File: src/rtl/lcd_nibble_writer.sv
// Byte-level write sequencer for an HD44780-compatible LCD in 4-bit mode.
// A byte is split into high and low nibbles, each strobed with lcd_e under
// programmable setup/pulse/gap timing, followed by a command execution wait.
// Single-nibble writes (high nibble only) serve the power-on init sequence.
module lcd_nibble_writer #(
   parameter int SETUP_CYCLES     = 2,
   parameter int E_HIGH_CYCLES    = 12,
   parameter int GAP_CYCLES       = 50,
   parameter int WAIT_CYCLES      = 2000,
   parameter int LONG_WAIT_CYCLES = 82000,
   parameter int CNT_W            = 20
) (
   input  logic       clk,
   input  logic       rst_n,
   input  logic       in_valid,
   output logic       in_ready,
   input  logic [7:0] in_byte,
   input  logic       in_rs,
   input  logic       in_nib_only,
   input  logic       in_long,
   output logic       done,
   output logic       lcd_rs,
   output logic       lcd_w,
   output logic       lcd_e,
   output logic [3:0] data
);

   typedef enum logic [2:0] {
      IDLE,
      HI_SETUP,
      HI_E,
      GAP,
      LO_SETUP,
      LO_E,
      WAIT
   } state_t;

   // Phase lengths are loaded as length-1 and counted down to zero.
   localparam logic [CNT_W-1:0] S_LD = CNT_W'(SETUP_CYCLES - 1);
   localparam logic [CNT_W-1:0] E_LD = CNT_W'(E_HIGH_CYCLES - 1);
   localparam logic [CNT_W-1:0] G_LD = CNT_W'(GAP_CYCLES - 1);
   localparam logic [CNT_W-1:0] W_LD = CNT_W'(WAIT_CYCLES - 1);
   localparam logic [CNT_W-1:0] L_LD = CNT_W'(LONG_WAIT_CYCLES - 1);

   state_t           state, state_nxt;
   logic [CNT_W-1:0] cnt, cnt_nxt;
   logic [3:0]       lo_nib, lo_nib_nxt;
   logic             nib_only, nib_only_nxt;
   logic             long_wait, long_wait_nxt;
   logic [3:0]       data_nxt;
   logic             rs_nxt;
   logic             e_nxt;
   logic             done_nxt;
   logic [CNT_W-1:0] wait_ld;

   assign in_ready = (state == IDLE);
   assign lcd_w    = 1'b0;
   assign wait_ld  = long_wait ? L_LD : W_LD;

   // Next-state, phase counter and next registered pin values.
   always_comb begin
      state_nxt     = state;
      cnt_nxt       = cnt;
      lo_nib_nxt    = lo_nib;
      nib_only_nxt  = nib_only;
      long_wait_nxt = long_wait;
      data_nxt      = data;
      rs_nxt        = lcd_rs;

      if (state == IDLE) begin
         if (in_valid) begin
            state_nxt     = HI_SETUP;
            cnt_nxt       = S_LD;
            data_nxt      = in_byte[7:4];
            rs_nxt        = in_rs;
            lo_nib_nxt    = in_byte[3:0];
            nib_only_nxt  = in_nib_only;
            long_wait_nxt = in_long;
         end
      end else if (cnt != '0) begin
         cnt_nxt = cnt - CNT_W'(1);
      end else begin
         case (state)
            HI_SETUP: begin
               state_nxt = HI_E;
               cnt_nxt   = E_LD;
            end
            HI_E: begin
               if (nib_only) begin
                  state_nxt = WAIT;
                  cnt_nxt   = wait_ld;
               end else begin
                  state_nxt = GAP;
                  cnt_nxt   = G_LD;
               end
            end
            GAP: begin
               state_nxt = LO_SETUP;
               cnt_nxt   = S_LD;
               data_nxt  = lo_nib;
            end
            LO_SETUP: begin
               state_nxt = LO_E;
               cnt_nxt   = E_LD;
            end
            LO_E: begin
               state_nxt = WAIT;
               cnt_nxt   = wait_ld;
            end
            default: begin
               state_nxt = IDLE;
               cnt_nxt   = '0;
            end
         endcase
      end

      // Pins are registered, so they are derived from the state being entered.
      e_nxt    = (state_nxt == HI_E) || (state_nxt == LO_E);
      done_nxt = (state_nxt == WAIT) && (cnt_nxt == '0);
   end

   // State, counter, captured request and registered LCD pins; reset drops lcd_e at once.
   always_ff @(posedge clk or negedge rst_n) begin
      if (!rst_n) begin
         state     <= IDLE;
         cnt       <= '0;
         lo_nib    <= '0;
         nib_only  <= 1'b0;
         long_wait <= 1'b0;
         data      <= '0;
         lcd_rs    <= 1'b0;
         lcd_e     <= 1'b0;
         done      <= 1'b0;
      end else begin
         state     <= state_nxt;
         cnt       <= cnt_nxt;
         lo_nib    <= lo_nib_nxt;
         nib_only  <= nib_only_nxt;
         long_wait <= long_wait_nxt;
         data      <= data_nxt;
         lcd_rs    <= rs_nxt;
         lcd_e     <= e_nxt;
         done      <= done_nxt;
      end
   end

endmodule

File: config.mk
export PLATFORM = sky130hd
export DESIGN_NAME = lcd_nibble_writer
export DESIGN_NICKNAME = d
export VERILOG_FILES = /design/src/rtl/lcd_nibble_writer.sv
export SDC_FILE = /design/constraint.sdc
export NUM_CORES = 1
export LEC_CHECK = 0
export ABC_AREA = 1
export CORE_ASPECT_RATIO = 0.9
export CORE_MARGIN = 2
export CORE_UTILIZATION = 40
export DETAILED_ROUTE_END_ITERATION = 8
export DONT_BUFFER_PORTS = 1
export PLACE_DENSITY_LB_ADDON = 0.2
export SETUP_SLACK_MARGIN = 0.2
export SLEW_MARGIN = 20
export SYNTH_ARGS = -nofsm -noshare
export SYNTH_HDL_FRONTEND = slang
export SYNTH_SLANG_ARGS = --single-unit
File: constraint.sdc
create_clock -name clk -period 2.07 [get_ports clk]
set_clock_uncertainty 0.2 [all_clocks]
set_input_delay 0.414 -clock clk [delete_from_list [all_inputs] [get_ports clk]]
set_output_delay 0.414 -clock clk [all_outputs]
set_load 0.01 [all_outputs]
Word-level counts from Yosys, hierarchy flattened. Index checks and enable logic that the tools add are counted.

Bits in latches: 0. Logic and storage cells: 44. ROM bits: 0. Output and inout bits: 9. Memories: 0. Bits in writable memories: 0. Register bits after elaboration: 36.

Eq/ne operators: 10. Shift operators: 0. Add/sub/neg operators: 1. Reduce and logical (&&, ||, !) cells: 9. Divide/modulo/power cells: 0. Multipliers: 0. Bitwise operators: 0. Multiplexer cells: 15. $lt $le $gt $ge: 0.

Operators with widths (count): 17-bit one-hot mux with 4 select lines (1); 20-bit two-way mux (3); 17-bit two-way mux (2); 20-bit logical NOT (1); 20-bit nonzero test (1); 20-bit by 1-bit subtractor with 20-bit output (second input constant) (1); 4-bit two-way mux (4); 3-bit one-hot mux with 5 select lines (1); 3-bit equality test (second input constant) (4); 3-bit two-way mux (4); 3-bit by 2-bit equality test with 1-bit output (second input constant) (3); 2-bit inequality test (second input constant) (2); 3-bit by 1-bit equality test with 1-bit output (second input constant) (1); 3-bit logical NOT (1); 3-bit AND reduction (1); 2-bit AND reduction (1); 2-bit nonzero test (1); 2-bit OR reduction (1); 1-bit logical AND (1); 1-bit logical OR (1).

Depth between registers and ports, before layout.
Word-level depth: 7. Mapped depth: 14.

Least setup slack after synthesis. No wires, ideal clock.

Path kind: reg-to-reg. Start: reg cnt[0]. End: reg done. Stages on the path, launching flop included: 12. Arrival time: 1737 ps. Slack: 64 ps. Required time: 1801 ps. Cell sequence: dfrtp_1 -> inv_1 -> ha_1 -> nand2_1 -> nor2_1 -> nand2_1 -> xor2_1 -> a21oi_2 -> nand2_1 -> nor2_1 -> nand3_1 -> nor2_2.

Longest elaborated chain between the ends: 5.

Ends and longest elaborated chain: start, declared (line 46) `logic [CNT_W-1:0] cnt, cnt_nxt;`; start signal, assigned (line 136) `cnt <= cnt_nxt;`; 20-bit by 1-bit subtractor with 20-bit output or 20-bit nonzero test (tied branches) (line 81, 80); 20-bit two-way mux or 3-bit two-way mux (tied branches) (line 80) `end else if (cnt != '0) begin`; 20-bit two-way mux or 3-bit two-way mux (tied branches) (line 70) `if (state == IDLE) begin`; 20-bit logical NOT or 3-bit equality test (tied branches) (line 119) `done_nxt = (state_nxt == WAIT) && (cnt_nxt == '0);`; 1-bit logical AND * (line 119); via done_nxt (line 53) `logic done_nxt;`; end signal, assigned (line 143) `done <= done_nxt;`; end, declared (line 21) `output logic done,`.

Mark *: on every way through the listed nets, which the timed path passes. The rest lies on a longest branch. A chain may end at the register's enable or synchronous reset.

Worst setup path in the final report.
Start: reg cnt[7]. End: reg done.

The elaborated chain is that of the path after synthesis.

==> qor.yml <==
timing:
  slew_violations: 0
  final.setup.tns_ns: -0.01895
  hold_viol_final: 0
  fin_crit_ns: 2.089
  rsz0062_at_grt: "yes"
  fin_crit_sh: 1.009
  setup-violations-final: 1
  setup_ws_ns: -0.01895
  clock.fmax_mhz: 478.7
status:
  status: "complete, but fails checks"
  violations: "negative setup slack"
yosys:
  synth_nets: 359
  synth.distinct_cells: 30
  async_flop_share: 1.000
  synth_top_cells_by_count: "nand2_1 (122), nor2_1 (55), dfrtp_1 (36)"
  seq_area_frac_synth: 0.3783
  ys_ff_latch: 36
  postSynthCellCount: 343
  yosysMostFrequentCell: "nand2_1"
  ys_dominant_reg_cell: "dfrtp_1"
  synth-edff-count: 0
  synth_top_cells_by_area: "dfrtp_1 (38%), nand2_1 (19%), nor2_1 (8.7%), inv_1 (5.4%), nand3_1 (3.8%)"
  synth_warnings: 0
  synth_top_area_share: 0.3783
  yosys.area.top_type: "dfrtp_1"
  syn_area_sq_um: 2381
  syn_avg_cell_area_sq_um: 6.942
setup_path:
  crit_top_cell: "nor2_2"
  cp_max_fo: 4
  reg2reg_depth: 12
  crit_slowest_cell: "dfrtp_1"
  r2r_setup_slack_ns: -0.02
  path_cells: "nor2_1, buf_4, nand2_4, nor2_2, nand3_2, a21oi_1, nand3_2, nor2_2, nand2_1, nor2_1, nand2_1, nor2_2"
  endpoint_kind: "flop"
  critPathArrivalTime_ns: 2.13
  r2r-start: "cnt[7]"
  worstPathRequired_ns: 2.11
  cp-start-kind: "flop"
  critical_path.max_stage_delay_ns: 0.41
  path_class: "reg2reg"
  r2r-end: "done"
global_route:
  grt_pass1_wl_um: 11270
  grt_pass1_vias: 2333
  grt_max_degree: 37
  antenna_found_initial: 0
  grt_usage: 0.2185
  grt-ovfl-total: 0
detailed_routing:
  drt_iter0_markers: 184
  num_vias: 2431
  post_drt_via_cell_ratio: 4.951
  drtPass1Iterations: 4
  ant_nets: 0
  finalWirelength_um: 7020
  drc: 0
  wire_per_inst_um: 14.30
clock_network:
  tritoncts: "built"
  clk_latency_ns: 0.30
  clk_pin_slew_ns: 0.09
  clockBufferDepth: 2
  cts.sinks: 36
  root_buffer: "clkbuf_8"
  numCtsBuffers: 5
  h-tree-depth: 2
floorplan:
  dieHeight_um: 77.20
  core-area_sq_um: 5725
  rows: 26
  dieArea_sq_um: 6587
  initial_utilization: 0.4159
  die_x_um: 85.33
  io_pins: 23
worst_hold_path:
  hp-start: "in_byte[1]"
  worstHoldPathCells: 2
  min_to: "lo_nib[1]"
  hold_path_class: "in2reg"
power:
  leakage_nw: 1.537
  ir_worst_vdd_mv: 0.3305
  power_density_nw_per_um2: 416.0
placed_design:
  dp_hpwl_um: 5043
  portBuffers: 0
  place_congestion: 0.9455
cells_and_area:
  synthToLayoutAreaGrowth_pct: 41.20
  finalNetCount: 436
  drive_gt1_frac: 0.3705
  finalCoreUtilization: 0.5872
  antenna_cells: 0
run:
  cap_viol_max_count: 0
## cells in the final DEF, fill, tap and decap left out, drive strengths merged
master / instances
dlygate4sd3: 1
a21boi: 1
nand4: 11
conb: 1
bufinv: 1
o31ai: 1
o21ai: 16
a31oi: 4
clkinv: 1
clkbuf: 5
nand2: 128
a21oi: 5
buf: 73
inv: 35
ha: 2
clkinvlp: 1
nand3: 23
xnor2: 2
nand3b: 2
nor2: 66
dfrtp: 36
xor2: 6
## logic make-up after synthesis
logic type                 share of synthesized area
AOI/OAI and AO/OA                            0.07146
xor gates and xnor gates                     0.02943
adders and majority gates                    0.01051
buffers and inverters                        0.06621
DFF                                           0.3783
other                                       0.001575
and+or+nand+nor                               0.4425
## state kept, by name (all words and copies together) (netlist names)
signal and flops:
cnt 20, data 4, done 1, lcd_e 1
lcd_rs 1, lo_nib 4, long_wait 1, nib_only 1
state 3
## per-layer routing
metal  vias to the layer above  track usage  share of wire
met2                        66       0.3531           0.49
met3                         8      0.04952          0.056
met5                         -            0              0
met1                      1122       0.3003           0.45
met4                         0      0.04444         0.0084
li1                       1235            -              -
## critical path, delay by kind of cell (launching register included)
family | cells | cell delay, ns
AOI/OAI and AO/OA | 1 | 0.27
and+or+nand+nor | 10 | 1.00
buffers and inverters | 1 | 0.13
DFF | 1 | 0.41
## layout make-up
class                           instances  area, sq um
Clock buffer                            5        68.82
Clock inverter                          3        42.54
Fill cell                             525         2364
Inverter                               35        138.9
Multi-Input combinational cell        268         1509
Sequential cell                        36        903.4
Tap cell                               70        87.58
Timing Repair Buffer                   74        611.8
## worst max-delay path by stage
stage	end	start	cells past startpoint	slack, ns
global placement	done	cnt[0]	12	-0.11
CTS	done	cnt[7]	12	-0.002
global route	done	state[0]	12	-0.14
finish	done	cnt[7]	12	-0.02
floorplan	done	cnt[8]	11	0.18
detailed placement	done	cnt[1]	11	-0.09
## per-stage QoR
stage	total power, mW	cell area (sq um)	setup slack (ns)	std cells	hold slack, ns
floorplan	0.7434	2419	0.1757	343	-0.08159
global placement	0.7463	2860	-0.1071	459	-0.08015
detailed placement	0.7470	2860	-0.09332	459	-0.07933
CTS	1.412	3198	-0.001610	482	0.03015
global route	1.455	3362	-0.1414	491	0.02842
finish	1.398	3362	-0.01895	491	0.03474
## what timing repair did
action,CTS,global route
pin swaps,20,16
hold buffers,2,0
buffers inserted,13,9
endpoints found under the hold margin,36,0
resized for setup,37,31
endpoints found under the setup margin,15,18
## power breakdown
group,internal [mW],switching [mW]
logic,0.0135,0.0254
registers,0.711,0.00545
clock network,0.357,0.286
Note: power is estimated with default switching activity, not from simulation.
